==> config.mk <==
export PLATFORM = sky130hd
export DESIGN_NAME = fifo_rd_stream
export DESIGN_NICKNAME = d
export VERILOG_FILES = /design/src/rtl/fifo_rd_stream.sv
export SDC_FILE = /design/constraint.sdc
export NUM_CORES = 1
export LEC_CHECK = 0
export ABC_AREA = 1
export CORE_MARGIN = 2
export CORE_UTILIZATION = 53
export CTS_CLUSTER_DIAMETER = 60
export DETAILED_ROUTE_END_ITERATION = 6
export DONT_BUFFER_PORTS = 1
export HOLD_SLACK_MARGIN = 0.06
export PLACE_DENSITY = 0.71
export SYNTH_ARGS = -nofsm -noshare
export SYNTH_HDL_FRONTEND = slang
export SYNTH_SLANG_ARGS = --single-unit
==> constraint.sdc <==
create_clock -name clk_i -period 2.4 [get_ports clk_i]
set_clock_uncertainty 0.05 [all_clocks]
set_input_delay 0.48 -clock clk_i [delete_from_list [all_inputs] [get_ports clk_i]]
set_output_delay 0.48 -clock clk_i [all_outputs]
set_load 0.05 [all_outputs]
==> src/rtl/fifo_rd_stream.sv <==
// -----------------------------------------------------------------------------
// fifo_rd_stream
// Pulls words out of a FIFO with a one-cycle read latency and presents them
// on a valid/ready stream. A 2-entry in-order buffer absorbs the read latency,
// so one word per cycle can be sustained while the sink keeps ready high.
//
// Ports
//   clk_i           sole clock, rising edge
//   rst_n_i         asynchronous active-low reset
//   enable_i        permits issuing new FIFO reads
//   fifo_empty_i    FIFO empty flag
//   fifo_rd_data_i  FIFO read data, valid the cycle after an accepted read
//   fifo_rd_req_o   FIFO read request (combinational)
//   src_data_o      stream data (head of the buffer)
//   src_valid_o     stream data valid
//   src_ready_i     downstream accepts data
//   word_cnt_o      count of delivered words, wraps
//   busy_o          a word is in flight or buffered
// -----------------------------------------------------------------------------
module fifo_rd_stream #(
  parameter int WIDTH     = 4,
  parameter int CNT_WIDTH = 16
) (
  input  logic                 clk_i,
  input  logic                 rst_n_i,
  input  logic                 enable_i,
  input  logic                 fifo_empty_i,
  input  logic [WIDTH-1:0]     fifo_rd_data_i,
  output logic                 fifo_rd_req_o,
  output logic [WIDTH-1:0]     src_data_o,
  output logic                 src_valid_o,
  input  logic                 src_ready_i,
  output logic [CNT_WIDTH-1:0] word_cnt_o,
  output logic                 busy_o
);

  logic [1:0][WIDTH-1:0] buf_r;
  logic                  head_r;
  logic [1:0]            occ_r;
  logic                  inflight_r;
  logic [CNT_WIDTH-1:0]  cnt_r;

  logic                  pop_s;
  logic [2:0]            pend_s;
  logic                  rd_req_s;
  logic                  tail_s;
  logic [1:0]            occ_nxt_s;

  // Pop, read-issue and next-occupancy decode.
  always_comb begin
    pop_s     = 1'b0;
    pend_s    = 3'd0;
    rd_req_s  = 1'b0;
    tail_s    = 1'b0;
    occ_nxt_s = 2'd0;

    pop_s  = (occ_r != 2'd0) & src_ready_i;
    // Words that will still occupy the buffer after this cycle: buffered plus
    // in flight, less the one leaving now. A new read only fits below two.
    pend_s = {1'b0, occ_r} + {2'b00, inflight_r} - {2'b00, pop_s};
    // rst_n_i gates the request so it drops the moment reset asserts.
    if (rst_n_i && enable_i && !fifo_empty_i && (pend_s < 3'd2)) begin
      rd_req_s = 1'b1;
    end else begin
      rd_req_s = 1'b0;
    end
    // Tail slot is computed from the pre-pop head/occ, so a simultaneous pop
    // and arrival writes behind the departing head entry.
    tail_s    = head_r ^ occ_r[0];
    occ_nxt_s = occ_r + {1'b0, inflight_r} - {1'b0, pop_s};
  end

  // Buffer, pointers, in-flight flag and delivered-word counter.
  always_ff @(posedge clk_i or negedge rst_n_i) begin
    if (!rst_n_i) begin
      buf_r      <= '0;
      head_r     <= 1'b0;
      occ_r      <= 2'd0;
      inflight_r <= 1'b0;
      cnt_r      <= '0;
    end else begin
      inflight_r <= rd_req_s;
      occ_r      <= occ_nxt_s;
      head_r     <= head_r ^ pop_s;
      if (inflight_r) begin
        buf_r[tail_s] <= fifo_rd_data_i;
      end
      if (pop_s) begin
        cnt_r <= cnt_r + {{(CNT_WIDTH-1){1'b0}}, 1'b1};
      end
    end
  end

  assign fifo_rd_req_o = rd_req_s;
  assign src_valid_o   = (occ_r != 2'd0);
  assign src_data_o    = buf_r[head_r];
  assign busy_o        = (occ_r != 2'd0) | inflight_r;
  assign word_cnt_o    = cnt_r;

endmodule

==> metrics.sh <==
DP_WORST_SETUP_SLACK_PS=-247.2
BUFFER_PORTS.INSERTED=0
CRITICALPATHCATEGORY='flop to output port'
REPORT.FINAL.HOLD_VIOL_COUNT=0
MAX_CLOCK_FREQ_GHz=0.3447
DIE-WIDTH_UM=56.54
PERIOD_SHARE=1.209
POWER.CLOCK.FRACTION=0.101
DESIGN.DIE.AREA_UM2=3196
TRANSITION_TIME_AT_THE_PIN_WITH_THE_LEAST_SLEW_MARGIN_PS=594.9
GLOBALPLACE.CONGESTION=0.7355
SETUP_VIOL=1
RUN_STATUS='complete, but fails checks'
MAX_CAP_VIOLATIONS=0
AREA_GROWTH_PCT=20.79
SYNTH_SEQUENTIAL_AREA_RATIO=0.4790
CORE_UM2=2686
GRT_PASS1_WL_MM=4.567
NETLIST_INSTANCES=162
PERIOD_NEEDED_PS=2901
TOTAL_LENGTH_OF_ROUTED_WIRES_MM=2.668
GRT_ANTENNA_BEFORE_REPAIR=0
INSERTEDDIODECOUNT=0
WORST_SLACK_PS=-501.3
GRT_MAX_DEGREE=29
SYNTH_TOP_AREA_FRAC=0.4790
VIA_COUNT_OF_THE_FIRST_GLOBAL_ROUTING_PASS=1035
WORST_SETUP_HOLD_PATH_CLK_SLEW_PS=150
CLK_PATH_BUF_DEPTH=2
DRT-VIAS-PER-INSTANCE=4.950
PATH_TYPE_OF_THE_WORST_MIN_DELAY_PATH='input pin to flop'
POST_SYNTH_MAIN_AREA_CONTRIBUTORS='sky130_fd_sc_hd__dfrtp_1 (48%), sky130_fd_sc_hd__nand2_1 (13%), sky130_fd_sc_hd__inv_1 (5.9%), sky130_fd_sc_hd__xnor2_1 (3.6%), sky130_fd_sc_hd__xor2_1 (3.6%)'
GRT_SETUP_UNREPAIRED='true'
FIRST_PASS_ITERS=4
LAYOUT-DRIVE-GT1-SHARE=0.2553
CRITICAL_PATH.STARTPOINT_TYPE='flop'
ANTENNA_VIOLATING_NETS_POST_ROUTE=0
OVERALL_TRACK_DEMAND_OVER_CAPACITY_IN_GLOBAL_ROUTING=0.1785
IO-PIN-COUNT=32
CORE.ROWCOUNT=19
WORST-PATH-MAX-FANOUT=2
SW_FRAC_OF_TOTAL=0.4989
INITIAL_UTILIZATION=0.5445
DIE_H_UM=56.54
TIMING_MAX_TRANSITION_VIOLATIONS_FINAL=0
CRIT_PATH_END_KIND='output port'
DATA_ARRIVAL_TIME_AT_THE_WORST_SLACK_ENDPOINT_PS=2370
WORSTPATHREQUIRED_PS=1870
TRITONCTS='done'
GLOBALROUTE.TOTALOVERFLOW=0
CTS-HTREE-LEVELS=1
FIN_TOTAL_PWR_uW=2247
MAPPEDNETLISTAREA_UM2=1463
MAX_SLEW_MARGIN=0.6034
SYNTH-WARNING-COUNT=0
POWER-PER-CELL-AREA_nW_PER_UM2=1272
P_INT_uW=1126
CLOCK_LATENCY_ON_THE_WORST_SKEW_PAIR_PS=320
CLOCK_SINKS=28
FINISH.NET_COUNT=202
IR_WORST_VDD_mV=1.003
SWITCHINGPOWER_uW=1121
FAILING_CHECKS='setup timing'
POSTSYNTHAREAPERCELL_UM2=9.029
SYNTH_TOP_AREA_CELL='sky130_fd_sc_hd__dfrtp_1'
TOTAL_LEAKAGE_POWER_uW=0.0009270
NUMBER_OF_BUFFERS_ADDED_BY_THE_CLOCK_TREE_SYNTHESIS_STEP=3
SETUP_TOTAL_NEGATIVE_SLACK_PS=-501.3
SEQPWRFRAC=0.345
FLOPS_LATCHES_SYNTH=28
DETAIL_ROUTE.WL_PER_CELL_UM=12.18
TOTAL_HALF_PERIMETER_WIRELENGTH_AFTER_LEGALIZATION_AND_DETAILED_PLACEMENT_MM=2.064
PLACED_CELLS=211
FINALNONFILLERCELLS=219
RESIDUAL_DRC=0
SHARE_COMB_OF_TOTAL_POWER=0.555
CLOCK_TREE.ROOT_CELL='sky130_fd_sc_hd__clkbuf_4'
SYNTH_NETS=175
SYNTH.LIB_CELLS_USED.DISTINCT=22
DETAILEDROUTE.FIRSTITERATIONVIOLATIONS=36
DETAILROUTE.VIA_COUNT=1084
[cell usage in the layout, fill, tap and decap left out, types with 4 or more instances in the layout]
| cell | synthesis | final |
|---|---|---|
| sky130_fd_sc_hd__nand3_1 | 9 | 9 |
| sky130_fd_sc_hd__xnor2_1 | 6 | 6 |
| sky130_fd_sc_hd__xor2_1 | 6 | 6 |
| sky130_fd_sc_hd__nand2_1 | 52 | 52 |
| sky130_fd_sc_hd__nor2_2 | 5 | 4 |
| sky130_fd_sc_hd__o21ai_1 | 4 | 8 |
| sky130_fd_sc_hd__nor2_1 | 4 | 4 |
| sky130_fd_sc_hd__dfrtp_1 | 28 | 27 |
| sky130_fd_sc_hd__buf_4 | 0 | 20 |
| sky130_fd_sc_hd__inv_1 | 23 | 22 |
[routing by layer]
layer | global-route usage | up-vias | share of wire
met4 | 0.04082 | 0 | 0.0071
li1 | - | 551 | -
met2 | 0.2924 | 18 | 0.48
met3 | 0.03687 | 2 | 0.048
met5 | 0 | - | 0
met1 | 0.2443 | 513 | 0.47
[cells in the mapped netlist]
cell,number
sky130_fd_sc_hd__buf_12,1
sky130_fd_sc_hd__dfrtp_1,28
sky130_fd_sc_hd__fa_1,1
sky130_fd_sc_hd__ha_1,3
sky130_fd_sc_hd__inv_1,23
sky130_fd_sc_hd__inv_2,1
sky130_fd_sc_hd__nand2_1,52
sky130_fd_sc_hd__nand2_4,3
sky130_fd_sc_hd__nand3_1,9
sky130_fd_sc_hd__nand3_2,2
sky130_fd_sc_hd__nand4_1,3
sky130_fd_sc_hd__nor2_1,4
sky130_fd_sc_hd__nor2_2,5
sky130_fd_sc_hd__nor2_4,2
sky130_fd_sc_hd__nor2_8,2
sky130_fd_sc_hd__nor3_1,1
sky130_fd_sc_hd__nor4_1,1
sky130_fd_sc_hd__o21ai_0,4
sky130_fd_sc_hd__o21ai_1,4
sky130_fd_sc_hd__xnor2_1,6
sky130_fd_sc_hd__xor2_1,6
sky130_fd_sc_hd__xor2_2,1
[logic make-up (layout without fill, tap and decap cells)]
kind of cell,after synthesis,after routing,synth area share
and+or+nand+nor,84,84,0.2960
DFF,28,28,0.4790
buffers and inverters,25,51,0.07527
xor gates and xnor gates,13,13,0.08298
AOI/OAI and AO/OA,8,8,0.02737
adders and majority gates,4,4,0.03935
[metrics by stage]
stage	instance area (µm²)	hold WS [ps]	utilization
after floorplan	1509	134.4	-
after global placement	1683	135.0	0.6265
after detailed placement	1683	135.0	0.6265
after CTS	1767	215.0	0.6577
after global routing	1767	197.3	0.6577
final	1767	221.1	0.6577
[critical path, cell delays in order, from the launching register on]
cell and delay, ps:
sky130_fd_sc_hd__dfrtp_2 450, sky130_fd_sc_hd__nor2_4 140, sky130_fd_sc_hd__nor2_4 50, sky130_fd_sc_hd__ha_4 250, sky130_fd_sc_hd__inv_2 40, sky130_fd_sc_hd__ha_4 140
sky130_fd_sc_hd__fa_2 450, sky130_fd_sc_hd__nor4_4 340, sky130_fd_sc_hd__buf_12 180
[area by class of cell]
class	count	area, µm²
fill	226	919.6
sequential	28	701.9
multi-input combinational	109	699.4
timing repair buffer	23	200.2
inverter	24	90.09
tap	31	38.79
clock buffer	4	36.28
[final timing paths]
check,from,end,slack [ps],cells past startpoint
worst max-delay path,occ_r[0],fifo_rd_req_o,-500,8
worst min register to register,buf_r[3],buf_r[3],440,2
max in group asynchronous,rst_n_i,occ_r[0],1620,2
min in group asynchronous,rst_n_i,buf_r[5],520,2
worst max register to register,occ_r[0],inflight_r,280,8
worst min-delay path,fifo_rd_data_i[3],buf_r[7],220,2
[sequential cells by signal (all words and copies together), names as in the netlist]
register and cells:
head_r 1, inflight_r 1, buf_r 8, occ_r 2
word_cnt_o 16
[power groups by stage]
stage          combinational, µW  clock, µW  sequential (µW)
3_3_place_gp                1180          0              773
6_report                    1250        226              774
5_1_grt                     1350        255              794
3_5_place_dp                1220          0              788
4_1_cts                     1260        236              777
2_1_floorplan                760          0              930
[repair_timing]
| action | 4_1_cts | 5_1_grt |
|---|---|---|
| setup buffers | 2 | 0 |
| endpoints found under the setup margin | 1 | 1 |
| resized for setup | 1 | 0 |
| pin swaps | 2 | 0 |
| hold buffers | 2 | 0 |
| endpoints found under the hold margin | 28 | 0 |
Power figures use the tool's default switching activity.
